===== config.mk =====
export PLATFORM = sky130hd
export DESIGN_NAME = alu_div
export DESIGN_NICKNAME = d
export VERILOG_FILES = /design/src/rtl/alu_div_pkg.sv /design/src/rtl/alu_div_step.sv /design/src/rtl/alu_div.sv
export SDC_FILE = /design/constraint.sdc
export NUM_CORES = 1
export LEC_CHECK = 0
export CORE_UTILIZATION = 63
export DETAILED_ROUTE_END_ITERATION = 7
export DONT_BUFFER_PORTS = 1
export PLACE_DENSITY = 0.79
export SLEW_MARGIN = 20
export SYNTH_ARGS = -nofsm -noshare
export SYNTH_HDL_FRONTEND = slang
export SYNTH_HIERARCHICAL = 1
export SYNTH_SLANG_ARGS = --single-unit

===== constraint.sdc =====
create_clock -name clk -period 3.6 [get_ports clk]
set_input_delay 0.72 -clock clk [delete_from_list [all_inputs] [get_ports clk]]
set_output_delay 0.72 -clock clk [all_outputs]
set_load 0.03 [all_outputs]

===== src/rtl/alu_div_pkg.sv =====
// Shared types and decode constants for the iterative divider beside the EX-stage ALU.
package alu_div_pkg;

  typedef enum logic [1:0] {
    StIdle,
    StCalc,
    StFix
  } div_state_e;

  // Func codes the decoder uses to start a divide and pick quot or rem for the EX_DM write.
  localparam logic [5:0] FuncDiv = 6'h1a;
  localparam logic [5:0] FuncRem = 6'h1b;

endpackage


===== src/rtl/alu_div_step.sv =====
// One restoring-division step: shift the next dividend bit into R, subtract D when it fits.
module alu_div_step #(
  parameter int unsigned DATA_W = 16
) (
  input  logic [DATA_W-1:0] r_i,
  input  logic [DATA_W-1:0] q_i,
  input  logic [DATA_W-1:0] d_i,
  output logic [DATA_W-1:0] r_o,
  output logic [DATA_W-1:0] q_o
);

  // Extra bit keeps the shifted remainder exact when D is as large as 0x8000 or above.
  logic [DATA_W:0] r_shift;
  logic            fits;

  always_comb begin
    r_shift = {r_i, q_i[DATA_W-1]};
    fits    = (r_shift >= {1'b0, d_i});
    r_o     = fits ? DATA_W'(r_shift - {1'b0, d_i}) : r_shift[DATA_W-1:0];
    q_o     = {q_i[DATA_W-2:0], fits};
  end

endmodule


===== src/rtl/alu_div.sv =====
// Multi-cycle signed/unsigned divider; stalls the front end while busy and returns
// saturated quotient, remainder and ov/zr/neg flags on a one-cycle done pulse.
module alu_div
  import alu_div_pkg::*;
#(
  parameter int unsigned DATA_W = 16
) (
  input  logic              clk,
  input  logic              rst_n,
  input  logic              start,
  input  logic              op_signed,
  input  logic [DATA_W-1:0] src1,
  input  logic [DATA_W-1:0] src0,
  output logic              busy,
  output logic              stall_req,
  output logic              done,
  output logic [DATA_W-1:0] quot,
  output logic [DATA_W-1:0] rem,
  output logic              ov,
  output logic              zr,
  output logic              neg
);

  localparam int unsigned        CntW    = $clog2(DATA_W);
  localparam logic [CntW-1:0]    CntLast = CntW'(DATA_W - 1);
  localparam logic [DATA_W-1:0]  MinNeg  = {1'b1, {(DATA_W - 1){1'b0}}};
  localparam logic [DATA_W-1:0]  MaxPos  = ~MinNeg;

  div_state_e        state_q, state_d;
  logic              load, step_en, fix;

  logic [CntW-1:0]   cnt_q;
  logic [DATA_W-1:0] part_rem_q, part_quot_q, divisor_q, dividend_q;
  logic              signed_op_q, quot_neg_q, rem_neg_q;

  logic [DATA_W-1:0] quot_q, rem_q;
  logic              ov_q, zr_q;

  logic              src1_neg, src0_neg;
  logic [DATA_W-1:0] src1_mag, src0_mag;
  logic [DATA_W-1:0] step_rem, step_quot;
  logic [DATA_W-1:0] fix_quot, fix_rem;
  logic              fix_ov;

  alu_div_step #(
    .DATA_W (DATA_W)
  ) u_step (
    .r_i (part_rem_q),
    .q_i (part_quot_q),
    .d_i (divisor_q),
    .r_o (step_rem),
    .q_o (step_quot)
  );

  always_comb begin
    src1_neg = op_signed & src1[DATA_W-1];
    src0_neg = op_signed & src0[DATA_W-1];
    src1_mag = src1_neg ? -src1 : src1;
    src0_mag = src0_neg ? -src0 : src0;
  end

  always_comb begin
    state_d = state_q;
    load    = 1'b0;
    step_en = 1'b0;
    fix     = 1'b0;
    unique case (state_q)
      StIdle: begin
        if (start) begin
          load    = 1'b1;
          state_d = StCalc;
        end
      end
      StCalc: begin
        step_en = 1'b1;
        if (cnt_q == '0) state_d = StFix;
      end
      StFix: begin
        fix     = 1'b1;
        state_d = StIdle;
      end
      default: state_d = StIdle;
    endcase
  end

  // A positive signed quotient with the sign bit set can only be 0x8000 / -1.
  always_comb begin
    fix_ov   = 1'b1;
    fix_quot = MaxPos;
    fix_rem  = '0;
    if (divisor_q == '0) begin
      fix_rem = dividend_q;
      if (!signed_op_q) begin
        fix_quot = '1;
      end else if (dividend_q[DATA_W-1]) begin
        fix_quot = MinNeg;
      end
    end else if (!(signed_op_q && !quot_neg_q && part_quot_q[DATA_W-1])) begin
      fix_ov   = 1'b0;
      fix_quot = quot_neg_q ? -part_quot_q : part_quot_q;
      fix_rem  = rem_neg_q ? -part_rem_q : part_rem_q;
    end
  end

  always_ff @(posedge clk or negedge rst_n) begin
    if (!rst_n) begin
      state_q     <= StIdle;
      cnt_q       <= '0;
      part_rem_q  <= '0;
      part_quot_q <= '0;
      divisor_q   <= '0;
      dividend_q  <= '0;
      signed_op_q <= 1'b0;
      quot_neg_q  <= 1'b0;
      rem_neg_q   <= 1'b0;
      quot_q      <= '0;
      rem_q       <= '0;
      ov_q        <= 1'b0;
      zr_q        <= 1'b0;
    end else begin
      state_q <= state_d;
      if (load) begin
        cnt_q       <= CntLast;
        part_rem_q  <= '0;
        part_quot_q <= src1_mag;
        divisor_q   <= src0_mag;
        dividend_q  <= src1;
        signed_op_q <= op_signed;
        quot_neg_q  <= src1_neg ^ src0_neg;
        rem_neg_q   <= src1_neg;
      end else if (step_en) begin
        cnt_q       <= cnt_q - CntW'(1);
        part_rem_q  <= step_rem;
        part_quot_q <= step_quot;
      end
      if (fix) begin
        quot_q <= fix_quot;
        rem_q  <= fix_rem;
        ov_q   <= fix_ov;
        zr_q   <= (fix_quot == '0);
      end
    end
  end

  // Results go out combinationally in the done cycle and are held afterwards.
  always_comb begin
    busy      = (state_q != StIdle);
    stall_req = start | busy;
    done      = fix;
    quot      = fix ? fix_quot : quot_q;
    rem       = fix ? fix_rem : rem_q;
    ov        = fix ? fix_ov : ov_q;
    zr        = fix ? (fix_quot == '0) : zr_q;
    neg       = quot[DATA_W-1];
  end

endmodule

==> flow_metrics.py, run 1 <==
metrics = {
    "clock_tree": {
        "ctsHtreeMaxLevel": 3,
        "cts_buffer_depth": 2,
        "cts_tree": "built",
        "insertion_delay_ns": 0.38,
        "clock-sinks": 107,
        "ctsRootBufferMaster": "clkbuf_8",
        "path_clk_slew_ns": 0.10,
        "cts_made_buffers": 9,
        "ctsHoldBuffers": 0,
    },
    "route": {
        "wl_per_cell_um": 19.2,
        "routed_wl_mm": 18.8,
        "vias_per_cell": 6.41,
        "drc": 0,
        "vias": 6265,
        "drt-pass1-iter-count": 5,
        "drt_iter0_drc": 774,
        "drtAntennaViolNets": 0,
    },
    "synthesis": {
        "synth_area_leaders": "dfrtp_1, nand2_1, xnor2_1",
        "ys_seq_elements": 107,
        "async_flop_share": 1.00,
        "synth_ff_type": "dfrtp_1",
        "ys_warn_count": 6,
        "syn_nets": 888,
        "postSynthAreaPerCell_um2": 8.40,
        "synth-edff-count": 0,
        "synth_cell_types": 70,
        "postSynthCellCount": 830,
        "netlist_area_um2": 6970,
        "synth_largest_type_area_fraction": 0.384,
        "yosys.area.top_type": "dfrtp_1",
        "seq_area_frac_synth": 0.384,
    },
    "pwr": {
        "clkPwrFrac": 0.078,
        "power_leakage_uw": 0.00346,
        "switching_power_uw": 4070,
        "max-vdd-ir-drop_mv": 0.982,
        "p_per_area_nw_per_um2": 1100,
        "power_switching_share": 0.484,
        "power_uw": 8400,
        "p_int_uw": 4330,
        "seq_power_share": 0.276,
        "p_comb_frac": 0.646,
    },
    "grt": {
        "grtUsageTotal": 0.338,
        "grt_max_degree": 108,
        "grt-ovfl-total": 0,
        "grt_pass1_vias": 5907,
        "grt_pass1_wl_mm": 30.0,
        "antenna_found_initial": 0,
    },
    "timing": {
        "setup_viol": 6,
        "fin_skew_ns": 0.0126,
        "timing.final.ws_setup_ns": -0.200,
        "hold_violations": 0,
        "slew_headroom": 0.395,
        "rsz0062_at_grt": "true",
        "fin_crit_ns": 3.80,
        "worst_pin_slew_ns": 0.906,
        "slew_viol_final": 0,
        "period_share": 1.06,
        "fmax_mhz": 263,
    },
    "finish": {
        "area_delta_synth_final_pct": 9.90,
        "n_fill_cell": 821,
        "final_util": 0.710,
        "final-seq-area_um2": 2680,
        "layout.nets": 890,
        "stdcell_count": 977,
        "diodes": 0,
        "drive_gt1_frac": 0.164,
        "multiInputGateArea_um2": 4040,
    },
    "setup_path": {
        "r2r_setup_slack_ns": 0.46,
        "critical_path.endpoint_type": "output pin",
        "path_max_fanout": 5,
        "crit_required_ns": 2.88,
        "cp-start-kind": "register",
        "worst-setup-path-type": "reg2out",
        "crit_arrival_ns": 3.08,
    },
    "run_status": {
        "status": "finished with violations",
        "violations": "setup timing",
    },
    "worst_hold_path": {
        "hold_path_class": "in2async",
    },
    "place": {
        "dp_hpwl_mm": 13.3,
        "dp_slack_ns": 0.0152,
        "place_inst": 935,
        "io_buffers": 0,
        "gp_congestion": 0.944,
    },
    "die": {
        "die-area_um2": 11500,
        "die_y_um": 107,
        "boundaryPins": 74,
        "core.rowCount": 38,
        "start_util": 0.646,
        "die_x_um": 107,
        "core_area_um2": 10800,
    },
    "flow_run": {
        "cap_viol_max_count": 0,
    },
}
## sequential cells by signal (all words and copies together), names as in the netlist
register / cells
rem_q: 16
part_rem_q: 16
part_quot_q: 16
rem_neg_q: 1
quot_neg_q: 1
zr_q: 1
quot_q: 16
ov_q: 1
dividend_q: 16
state_q: 2
cnt_q: 4
signed_op_q: 1
divisor_q: 16
## power by group through the flow
stage	Clock (uW)	Sequential (uW)	Combinational, uW
finish	657	2320	5430
global route	715	2380	5960
detailed placement	0	2310	4870
CTS	662	2300	5170
floorplan	0	2160	4040
global placement	0	2280	4770
## cells in the final DEF, fill, tap and decap left out, types with 8 or more instances in the layout
| cell type | instances |
|---|---|
| buf_4 | 49 |
| xor2_1 | 31 |
| o31ai_1 | 12 |
| mux2_4 | 9 |
| a221oi_1 | 10 |
| nand2_1 | 171 |
| o21ai_1 | 19 |
| nor2_1 | 49 |
| nor2_2 | 11 |
| inv_1 | 41 |
| ha_1 | 20 |
| xnor2_1 | 33 |
| clkbuf_8 | 9 |
| or3_1 | 8 |
| dfrtp_1 | 104 |
| o21ai_0 | 52 |
| a21oi_1 | 25 |
| a31oi_1 | 23 |
## path summary, 6_finish.rpt
path,startpoint,end,cells past startpoint
worst min register to register,dividend_q[3],dividend_q[3],2
worst min-delay path,rst_n,rem_q[12],0
worst max register to register,divisor_q[2],part_rem_q[4],13
min in group clk,src1[15],dividend_q[15],2
max in group asynchronous,rst_n,part_quot_q[11],0
worst max-delay path,part_quot_q[11],zr,7
## cells in the mapped netlist, types with 4 or more instances
cell,number
nor2_1,60
inv_1,42
a21o_1,6
a221oi_1,11
mux2i_1,4
or4_1,12
dfrtp_1,107
a21oi_1,26
o31ai_1,13
xor2_1,33
nand2_1,173
mux2_4,8
and3_1,7
xnor2_1,33
o21ai_0,52
ha_1,21
a211oi_1,6
o21ai_1,22
nor4_1,5
mux2_2,5
and2_1,4
nand3_1,7
a22o_1,4
o21bai_1,4
o41ai_1,7
nand2b_1,5
buf_4,17
a31oi_1,23
clkbuf_1,40
or3_1,9
nor3_1,7
## stage by stage
step	hold WS [ns]	setup TNS (ns)	instance area, um2
after floorplan	0.424	0	6980
after global placement	0.428	0	7090
after detailed placement	0.426	0	7090
after CTS	0.0170	-0.118	7530
after global routing	0.00745	-1.51	7660
final	0.0259	-0.395	7660
## routing by layer
layer,wire [um],vias up,GRT usage,part of all wire
met1,7890,3007,0.471,0.42
met2,8540,348,0.518,0.45
li1,-,2868,-,-
met4,473,0,0.124,0.025
met3,1880,42,0.0705,0.10
met5,0,-,0,0
## repair_timing
| action | in CTS | in global routing |
|---|---|---|
| resized for setup | 29 | 25 |
| buffers inserted | 20 | 5 |
| pin swaps | 12 | 6 |
| cloned | 1 | 0 |
| endpoints found under the setup margin | 19 | 22 |
## layout make-up
cell class,instances,share of cell area
clock buffers,12,0.0176
clock inverters,4,0.00359
inverters,43,0.0214
multi-input cells,616,0.528
flip-flops and latches,107,0.350
well taps,140,0.0229
repair buffers,55,0.0571
## cells by family (layout without fill, tap and decap cells)
kind of cell,count (synthesis),after routing,share of synthesized area
and+or+nand+nor,310,310,0.199
adders and majority gates,22,22,0.0406
AOI/OAI and AO/OA,201,201,0.191
xor gates and xnor gates,66,66,0.0829
buffers and inverters,107,114,0.0711
muxes,17,17,0.0310
DFF,107,107,0.384
## critical path: stages (launching register included)
cell	delay (ns)
dfrtp_2	0.47
or4_4	0.57
o41ai_4	0.36
xor2_2	0.27
nand3_1	0.15
o41a_1	0.45
o41ai_4	0.24
buf_6	0.18
No activity file was read; power rests on OpenSTA's default activity.
==> inputs of run 2 (changes only) <==
- CTS_CLUSTER_DIAMETER: unset -> 200
==> results of run 2 <==
Same layout as run 1: the final DEF is identical, and so are final timing and power.
==> inputs of run 3 (changes only) <==
- CORE_UTILIZATION: 63 -> 55
- CTS_BUF_LIST: unset -> sky130_fd_sc_hd__clkbuf_4
- PLACE_DENSITY: 0.79 -> 0.7
==> flow_metrics.py, run 3 (synthesis results as in run 1) <==
metrics = {
    "setup_path": {
        "r2r_setup_slack_ns": 0.68,
        "crit_arrival_ns": 3.26,
        "worst-setup-path-type": "reg2out",
        "r2r_cells": 11,
        "endpoint": "zr",
        "path_max_fanout": 7,
        "rr_endpoint": "part_rem_q[2]",
        "r2r-start": "part_rem_q[3]",
        "critical_path.endpoint_type": "output pin",
        "crit_required_ns": 2.88,
        "crit_start": "part_quot_q[6]",
        "cp-start-kind": "register",
    },
    "finish": {
        "layout.nets": 898,
        "final_util": 0.682,
        "stdcell_count": 1013,
        "diodes": 0,
        "final_common_cell": "nand2_1",
        "area_delta_synth_final_pct": 18.9,
        "layout_common_cells": "nand2_1, dfrtp_1, o21ai_0",
        "drive_gt1_frac": 0.220,
    },
    "pwr": {
        "power_leakage_uw": 0.00361,
        "max-vdd-ir-drop_mv": 0.672,
        "p_per_area_nw_per_um2": 1050,
        "seq_power_share": 0.273,
        "p_int_uw": 4320,
        "p_comb_frac": 0.659,
        "power_switching_share": 0.503,
        "clkPwrFrac": 0.068,
        "switching_power_uw": 4360,
        "power_uw": 8680,
    },
    "die": {
        "core.rowCount": 40,
        "start_util": 0.573,
        "core_area_um2": 12200,
        "die-area_um2": 13100,
        "boundaryPins": 74,
        "die_y_um": 115,
        "die_x_um": 115,
    },
    "clock_tree": {
        "path_clk_slew_ns": 0.18,
        "insertion_delay_ns": 0.49,
        "ctsHtreeMaxLevel": 3,
        "cts_made_buffers": 9,
        "cts_buffer_depth": 2,
        "clock-sinks": 107,
        "cts_tree": "built",
        "ctsRootBufferMaster": "clkbuf_4",
    },
    "place": {
        "gp_congestion": 0.893,
        "dp_hpwl_mm": 13.3,
        "place_inst": 959,
        "io_buffers": 0,
    },
    "route": {
        "vias_per_cell": 6.14,
        "wl_per_cell_um": 19.6,
        "drtAntennaViolNets": 0,
        "routed_wl_mm": 19.8,
        "drt-pass1-iter-count": 6,
        "drc": 0,
        "drt_iter0_drc": 465,
        "vias": 6215,
    },
    "timing": {
        "fin_skew_ns": 0.0211,
        "period_share": 1.11,
        "finalSetupTns_ns": -0.835,
        "slew_headroom": 0.379,
        "slew_viol_final": 0,
        "setup_viol": 6,
        "timing.final.ws_setup_ns": -0.380,
        "fin_crit_ns": 3.98,
        "hold_violations": 0,
        "rsz0062_at_grt": "true",
        "fmax_mhz": 251,
        "worst_pin_slew_ns": 0.928,
    },
    "grt": {
        "grt-ovfl-total": 0,
        "grt_pass1_vias": 5878,
        "grtUsageTotal": 0.298,
        "antenna_found_initial": 1,
        "grt_max_degree": 108,
        "grt_pass1_wl_mm": 30.1,
    },
    "flow_run": {
        "cap_viol_max_count": 0,
    },
    "worst_hold_path": {
        "hold_path_class": "in2async",
    },
    "run_status": {
        "status": "finished with violations",
        "violations": "setup timing",
    },
}
==> run 3: critical path, cell delays in order (launching register included) <==
cell and delay [ns]:
dfrtp_1 0.47, or4_4 0.61, or2_1 0.30, o21ai_0 0.24, xnor2_1 0.17, o41a_1 0.48, o41ai_4 0.32, buf_6 0.18
==> run 3: worst min-delay path by stage <==
stage	start	end	cells after the start	slack, ns
after floorplan	rst_n	cnt_q[0]	0	0.42
final	rst_n	divisor_q[9]	1	0.11
after CTS	rst_n	divisor_q[14]	1	0.16
after global routing	rst_n	divisor_q[9]	1	0.12
after detailed placement	rst_n	part_rem_q[10]	0	0.43
after global placement	rst_n	divisor_q[14]	0	0.43
==> run 3: timing repair <==
item | CTS | global route
buffers inserted | 17 | 15
pin swaps | 12 | 15
gates resized for setup | 92 | 56
hold endpoints to repair | 107 | 0
hold buffers | 1 | 0
gates cloned | 2 | 3
setup endpoints to repair | 33 | 33
==> run 3: layout make-up <==
type / count / area, um2
multi-input combinational: 616 / 4480
fill: 948 / 3870
sequential: 107 / 2680
timing repair buffer: 63 / 631
tap: 168 / 210
inverter: 43 / 164
clock buffer: 9 / 67.6
clock inverter: 7 / 58.8
==> run 3: metrics by stage <==
stage | area [um2] | worst slack (ns) | hold WS [ns]
6_report | 8290 | -0.380 | 0.114
3_3_place_gp | 7090 | 0.0962 | 0.429
4_1_cts | 7830 | -0.334 | 0.156
3_5_place_dp | 7090 | 0.0162 | 0.432
2_1_floorplan | 6980 | 0.0860 | 0.424
5_1_grt | 8290 | -0.502 | 0.121
==> run 3: metal layers <==
metal,vias up,GRT usage,wire length [um]
li1,2907,-,-
met1,3013,0.416,8600
met2,257,0.443,9010
met3,38,0.0884,1730
met4,0,0.0978,476
met5,-,0,0
==> run 3: power groups by stage <==
| stage | clock network, uW | logic (uW) | registers [uW] |
|---|---|---|---|
| finish | 595 | 5720 | 2370 |
| global route | 646 | 6260 | 2430 |
| CTS | 604 | 5290 | 2330 |
| detailed placement | 0 | 4800 | 2330 |
| global placement | 0 | 4750 | 2290 |
| floorplan | 0 | 4040 | 2160 |
